$ cat config.mk
export PLATFORM = sky130hd
export DESIGN_NAME = mantissa_useq
export DESIGN_NICKNAME = d
export VERILOG_FILES = /design/src/rtl/mantissa_useq.sv
export SDC_FILE = /design/constraint.sdc
export NUM_CORES = 1
export LEC_CHECK = 0
export ABC_CLOCK_PERIOD_IN_PS = 2730
export CAP_MARGIN = 15
export CORE_MARGIN = 5
export CORE_UTILIZATION = 49
export CTS_BUF_LIST = sky130_fd_sc_hd__clkbuf_16
export CTS_CLUSTER_DIAMETER = 50
export CTS_CLUSTER_SIZE = 14
export DETAILED_ROUTE_END_ITERATION = 6
export PLACE_DENSITY = 0.8
export SLEW_MARGIN = 20
export SYNTH_ARGS = -nofsm -noshare
export SYNTH_HDL_FRONTEND = slang
export SYNTH_SLANG_ARGS = --single-unit
$ cat constraint.sdc
create_clock -name clk -period 2.73 [get_ports clk]
set_input_delay 0.4095 -clock clk [delete_from_list [all_inputs] [get_ports clk]]
set_output_delay 0.4095 -clock clk [all_outputs]
set_load 0.01 [all_outputs]
$ cat src/rtl/mantissa_useq.sv
// Micro-sequencer for the mantissa datapath: steps a one-hot fpu_state through
// load/align/add/normalize/round. Optional build macro: MANTISSA_USEQ_NORM_SKIP_EN.
module mantissa_useq #(
   parameter int CNT_W     = 6,
   parameter int ALIGN_MAX = 32,
   parameter int NORM_MAX  = 31
) (
   input  logic             clk,
   input  logic             reset_l,
   input  logic             fpuhold,
   input  logic             op_valid,
   input  logic [2:0]       op_type,
   input  logic [CNT_W-1:0] align_cnt,
   input  logic             ae_small,
   input  logic             amsb,
   input  logic             manzero,
   output logic             op_ready,
   output logic [7:0]       fpu_state,
   output logic             cyc0_rdy,
   output logic             cyc1_rdy,
   output logic [2:0]       cyc0_type,
   output logic [2:0]       a0func,
   output logic [2:0]       a1func,
   output logic [2:0]       a2func,
   output logic [1:0]       mconfunc,
   output logic             done
);

   typedef enum logic [7:0] {
      ST_IDLE  = 8'h01,
      ST_CYC0  = 8'h02,
      ST_CYC1  = 8'h04,
      ST_ALIGN = 8'h08,
      ST_ADD   = 8'h10,
      ST_NORM  = 8'h20,
      ST_ROUND = 8'h40,
      ST_DONE  = 8'h80
   } state_t;

   localparam logic [2:0] FN_HOLD  = 3'b000;
   localparam logic [2:0] FN_LOAD  = 3'b001;
   localparam logic [2:0] FN_SHR   = 3'b010;
   localparam logic [2:0] FN_SHL   = 3'b011;
   localparam logic [2:0] FN_ADD   = 3'b100;
   localparam logic [2:0] FN_RND   = 3'b101;
   localparam logic [1:0] MC_IDLE  = 2'b00;
   localparam logic [1:0] MC_ALIGN = 2'b01;
   localparam logic [1:0] MC_ADD   = 2'b10;
   localparam logic [1:0] MC_RND   = 2'b11;
   localparam logic [2:0] OP_CMP   = 3'b010;
   localparam logic [2:0] OP_MOV   = 3'b011;

   localparam logic [CNT_W-1:0] CNT_ZERO    = {CNT_W{1'b0}};
   localparam logic [CNT_W-1:0] CNT_ONE     = CNT_W'(1);
   localparam logic [CNT_W-1:0] ALIGN_MAX_C = CNT_W'(ALIGN_MAX);
   localparam logic [CNT_W-1:0] NORM_MAX_C  = CNT_W'(NORM_MAX);

   state_t           state_r, state_s;
   logic [CNT_W-1:0] cnt_r, cnt_s;
   logic [2:0]       type_r, type_s;
   logic [2:0]       a0_r, a1_r, a2_r, a0_s, a1_s, a2_s;
   logic [1:0]       mc_r, mc_s;
   logic             is_mov_s, is_cmp_s;

   // Reserved op codes (1xx) behave as mov.
   assign is_mov_s = type_r[2] | (type_r == OP_MOV);
   assign is_cmp_s = (type_r == OP_CMP);

   // Next-state, counter, latched op and next function codes.
   always_comb begin
      state_s = state_r;
      cnt_s   = cnt_r;
      type_s  = type_r;
      a0_s    = FN_HOLD;
      a1_s    = FN_HOLD;
      a2_s    = FN_HOLD;
      mc_s    = MC_IDLE;
      if (fpuhold) begin
         state_s = state_r;
         cnt_s   = cnt_r;
      end else begin
         case (state_r)
            ST_IDLE: begin
               if (op_valid) begin
                  type_s  = op_type;
                  state_s = ST_CYC0;
               end else begin
                  state_s = ST_IDLE;
               end
            end
            ST_CYC0: begin
               a0_s    = FN_LOAD;
               state_s = ST_CYC1;
            end
            ST_CYC1: begin
               a1_s  = FN_LOAD;
               cnt_s = (align_cnt > ALIGN_MAX_C) ? ALIGN_MAX_C : align_cnt;
               if (is_mov_s) begin
                  state_s = ST_DONE;
               end else if (align_cnt == CNT_ZERO) begin
                  state_s = ST_ADD;
               end else begin
                  state_s = ST_ALIGN;
               end
            end
            ST_ALIGN: begin
               mc_s = MC_ALIGN;
               if (ae_small) begin
                  a0_s = FN_SHR;
               end else begin
                  a1_s = FN_SHR;
               end
               cnt_s = cnt_r - CNT_ONE;
               // Leaving on count 1 gives exactly N align cycles for a load of N.
               if (cnt_r <= CNT_ONE) begin
                  state_s = ST_ADD;
               end else begin
                  state_s = ST_ALIGN;
               end
            end
            ST_ADD: begin
               a2_s = FN_ADD;
               mc_s = MC_ADD;
               if (is_cmp_s) begin
                  state_s = ST_DONE;
               end else begin
                  cnt_s = CNT_ZERO;
`ifdef MANTISSA_USEQ_NORM_SKIP_EN
                  if (amsb) begin
                     state_s = ST_ROUND;
                  end else begin
                     state_s = ST_NORM;
                  end
`else
                  state_s = ST_NORM;
`endif
               end
            end
            ST_NORM: begin
               if (manzero || amsb) begin
                  state_s = ST_ROUND;
               end else begin
                  a1_s  = FN_SHL;
                  cnt_s = cnt_r + CNT_ONE;
                  if ((cnt_r + CNT_ONE) == NORM_MAX_C) begin
                     state_s = ST_ROUND;
                  end else begin
                     state_s = ST_NORM;
                  end
               end
            end
            ST_ROUND: begin
               a2_s    = FN_RND;
               mc_s    = MC_RND;
               state_s = ST_DONE;
            end
            ST_DONE: begin
               state_s = ST_IDLE;
            end
            default: begin
               state_s = ST_IDLE;
               cnt_s   = CNT_ZERO;
            end
         endcase
      end
   end

   // State, counter, latched op and registered function codes.
   always_ff @(posedge clk or negedge reset_l) begin
      if (!reset_l) begin
         state_r <= ST_IDLE;
         cnt_r   <= CNT_ZERO;
         type_r  <= 3'b000;
         a0_r    <= FN_HOLD;
         a1_r    <= FN_HOLD;
         a2_r    <= FN_HOLD;
         mc_r    <= MC_IDLE;
      end else begin
         state_r <= state_s;
         cnt_r   <= cnt_s;
         type_r  <= type_s;
         a0_r    <= a0_s;
         a1_r    <= a1_s;
         a2_r    <= a2_s;
         mc_r    <= mc_s;
      end
   end

   assign fpu_state = state_r;
   assign op_ready  = state_r[0];
   assign cyc0_rdy  = state_r[1];
   assign cyc1_rdy  = state_r[2];
   assign done      = state_r[7];
   assign cyc0_type = type_r;
   assign a0func    = a0_r;
   assign a1func    = a1_r;
   assign a2func    = a2_r;
   assign mconfunc  = mc_r;

endmodule

# == Yosys cells after proc, flatten, opt, wreduce, memory -nomap -nowiden ==
# Index checks and enable logic that the tools add are counted.
# totals
reg_bits,28
inputBits,16
out_inout_bits,26
word_cells,55
# classes
n_addsub,2
magnitude_cmp,2
eq_ne,13
muxes,23
bitwise_logic,3
reduce_logical,5
# op_table
cell,count
$pmux 8 s7,1
$pmux 6 s5,1
$mux 6,3
$mux 8,2
$mux 2,7
$mux 7,2
$pmux 2 s3,2
$mux 5,2
$eq 8x1->1 const B,1
$eq 8x2->1 const B,1
$eq 8x3->1 const B,1
$eq 8x4->1 const B,1
$eq 8x5->1 const B,1
$eq 8x6->1 const B,1
$eq 8x7->1 const B,1
$eq 8x8->1 const B,1
$add 6x1->6 const B,1
$eq 3x2->1 const B,2
$eq 6x5->1 const B,1
$gt 6x6->1 const B,1
$le 6x1->1 const B,1
$logic_not 6->1,1
$pmux 3 s2,1
$sub 6x1->6 const B,1
9 further kinds,11

# == Longest topological paths before layout ==
# logic_depth
word_depth,5
ltp_mapped,8
depth_no_buf,7

# == Worst setup path before layout ==
# OpenSTA, ideal clock, no wires.
# synth_timing
path_kind,register to register
start,"register state_r[0], in the netlist fpu_state[0]"
end,register cnt_r[2]
setup_ns,0.127
arrival_ns,1.974
t_required_ns,2.603
slack_ns,0.628
stages_incl_launch_ff,7
path_buffers,1
period_less_slack_ns,2.102
cell_sequence,dfstp_2 buf_2 nor4_4 and4b_1 a32o_1 nor3_2 mux2_1
# synth_between
elab_chain_cells,4
elab_cells_between_ends,14
cone_classes,eq/ne: 10; mux: 1; bitwise: 1; reduce/logical: 2
# synth_rtl
element,line_no,text
from (decl),58,"state_t state_r, state_s;"
from (signal assigned),179,state_r <= state_s;
"$eq 8x7->1, or another cell as far along",82,case (state_r)
$reduce_or 4->1 (no line),n/a,
$not 1->1 (no line),n/a,
$reduce_and 4->1 (no line),n/a,
to (signal assigned),180,cnt_r <= cnt_s;
to (decl),59,"logic [CNT_W-1:0] cnt_r, cnt_s;"
# Parallel ways exist; a longest one is shown, timed or not.
# A chain may end at the register's enable or synchronous reset.

# == Worst setup path after layout ==
# layout_timing
start,"register state_r[4], in the netlist fpu_state[4]"
end,"register type_r[0], in the netlist cyc0_type[0]"
# layout_between
elab_chain_cells,2
# layout_rtl
element,line_no,text
$eq 8x1->1,82,
$reduce_and 3->1 (no line),n/a,
to (signal assigned),181,type_r <= type_s;
to (decl),60,"logic [2:0] type_r, type_s;"
# No other way between the ends.

==> impl_metrics.json <==
{
  "drt-initial-drc-count": 107,
  "h-tree-depth": 1,
  "mappedNetlistArea_um2": 1658,
  "ctsLongestPathBuffers": 2,
  "netlist_instances": 176,
  "tritoncts": "yes",
  "io_buffers": 38,
  "fin_area_um2": 2116,
  "crit_path_start_kind": "flop",
  "utilization": 0.6391,
  "setup_viol": 0,
  "ys_warn_count": 0,
  "synth_edf_count": 0,
  "gp_congestion": 0.8659,
  "finalCriticalPeriod_ns": 2.299,
  "worst_ep_arrival_time_ns": 2.44,
  "synth_top_area_share": 0.3623,
  "cp_max_fo": 9,
  "clk_pin_slew_worst_paths_ns": 0.06,
  "synth-main-ff-cell": "dfrtp_1",
  "area_growth_pct": 27.62,
  "n_antenna_cell": 0,
  "grt_setup_unrepaired": "false",
  "initial_core_util": 0.5008,
  "routedWlPerCell_um": 17.34,
  "drcViolationCount": 0,
  "drt_wl_total_um": 4388,
  "dr.pass1.iters": 4,
  "synth-async-reset-ratio": 1.000,
  "hold_viol_final": 0,
  "grt_pass1_wl_um": 7176,
  "avgSynthCellArea_um2": 9.420,
  "total_leakage_power_nw": 0.8712,
  "ctsHoldBuffers": 0,
  "grt_usage": 0.2042,
  "worst_pin_slew_ns": 0.5585,
  "synth-seq-cells": 25,
  "fin_crit_sh": 0.8422,
  "cp.required_ns": 2.87,
  "die_area_um2": 4646,
  "grt_antenna_before_repair": 0,
  "grt_pass1_vias": 1460,
  "core_um2": 3311,
  "row_count": 21,
  "postCtsSetupRepairBufs": 0,
  "max_cap_viol_count": 0,
  "crit_type": "reg -> reg",
  "io_pins": 42,
  "yosysTopAreaCell": "dfrtp_1",
  "grt.overflow.total": 0,
  "power_per_cell_area_nw_per_um2": 709.7,
  "relSlewSlack": 0.6245,
  "hp-class": "in -> async",
  "clock_skew_ns": 0.001451,
  "dp_hpwl_um": 3339,
  "end_kind": "flop",
  "cts_buffers": 3,
  "ys_types": 59,
  "fp.dieW_um": 68.17,
  "grt_max_degree": 26,
  "avgViaCountPerCell": 5.960,
  "ctsResizeCount": 0,
  "insertion_delay_ns": 0.26,
  "ant_nets": 0,
  "cts_root_buf": "clkbuf_16",
  "die_y_um": 68.17,
  "drv_slew": 0,
  "tns_ns": 0,
  "max_freq_mhz": 434.9,
  "dpl_cell_area_um2": 2036,
  "yosysSeqAreaShare": 0.3781,
  "peakVddDrop_mv": 0.4625,
  "drive_gt1_frac": 0.08213,
  "run_status": "finished, final reports clean",
  "ys_top_cells_by_area": "dfrtp_1 (36%), mux2_1 (3.4%), nor2_1 (3.4%)",
  "cts.sinks": 25,
  "num_vias": 1508,
  "final_nets": 228
}
-- sequential cells by signal, summed over array words and instances (netlist names) --
signal / count
fpu_state: 8
cnt_r: 6
cyc0_type: 3
a0func: 2
a1func: 2
a2func: 2
mconfunc: 2
-- worst max-delay path, stage by stage (launching register included) --
cell	delay (ns)
dfrtp_1	0.48
nor4_4	0.55
nand2_1	0.23
nor4_2	0.54
mux2_1	0.38
-- report_power, final --
part	switching, mW	internal, mW
combinational	0.284	0.303
sequential	0.148	0.440
clock	0.128	0.197
-- metrics by stage --
stage	total power, mW	hold slack [ns]	setup slack [ns]	cells
finish	1.502	0.5120	0.4308	253
global route	1.600	0.5486	0.2584	253
CTS	1.503	0.5265	0.4313	253
detailed placement	1.175	0.5581	0.4497	249
global placement	1.157	0.5556	0.5412	249
floorplan	0.9531	0.1139	0.6283	178
-- cell usage after synthesis (2+ instances only) --
cell,count
nor2b_1,3
nand2_1,14
a31oi_1,3
nand3_1,8
o21ai_0,6
nor2_1,15
buf_4,7
mux2i_1,2
buf_2,3
and4b_1,2
ha_1,4
o221ai_1,2
a221oi_1,2
mux2_1,5
nor3b_1,4
a32oi_1,3
dfrtp_1,24
o21a_1,2
and3_1,2
a221o_1,2
nor4_4,2
clkbuf_1,6
inv_1,5
nor3_1,4
a21o_1,3
a21oi_1,10
-- layout make-up --
class | instances | area, um^2
Inverter | 5 | 18.77
Fill cell | 278 | 1195
Timing Repair Buffer | 41 | 402.9
Clock buffer | 3 | 75.07
Clock inverter | 1 | 5.005
Tap cell | 46 | 57.56
Multi-Input combinational cell | 132 | 929.6
Sequential cell | 25 | 626.9
-- placed cells by master (no fill, tap or decap), types with 3 or more instances in the layout --
master           netlist  routed
a21o_1                 3       3
a21oi_1               10      10
a31oi_1                3       3
a32oi_1                3       3
buf_4                  7       3
clkbuf_16              0       3
clkdlybuf4s50_1        0      38
conb_1                 1       3
dfrtp_1               24      24
ha_1                   4       4
inv_1                  5       5
mux2_1                 5       5
nand2_1               14      14
nand3_1                8       8
nor2_1                15      15
nor2b_1                3       3
nor3_1                 4       4
nor3b_1                4       4
o21ai_0                6       6
-- worst paths after layout --
kind	start	end	slack (ns)	cells after the start
max	fpu_state[4]	cyc0_type[0]	0.43	4
min	reset_l	cnt_r[2]	0.51	2
min reg2reg	cyc0_type[1]	cyc0_type[1]	0.57	1
max in group asynchronous	reset_l	fpu_state[0]	1.93	2
max reg2reg	fpu_state[4]	cyc0_type[0]	0.43	4
min in group clk	cyc0_type[1]	cyc0_type[1]	0.57	1
-- logic make-up after synthesis --
| logic type | count (synthesis) | share of synthesized area |
|---|---|---|
| AO/OA/AOI/OAI | 46 | 0.1985 |
| XOR/XNOR | 2 | 0.01057 |
| adder cells (fa/ha/maj) | 4 | 0.03019 |
| buffers and inverters | 21 | 0.06566 |
| flip-flops | 25 | 0.3781 |
| multiplexers | 7 | 0.04604 |
| other | 1 | 0.002262 |
| AND/OR/NAND/NOR | 70 | 0.2687 |
-- layer usage --
layer  vias up  GRT usage  routed length (um)
li1        714          -                   -
met3         6    0.02956                 290
met4         0    0.06452                  61
met5         -          0                   0
met2        56     0.3369                2214
met1       732     0.2746                1822
Power figures use the tool's default switching activity.
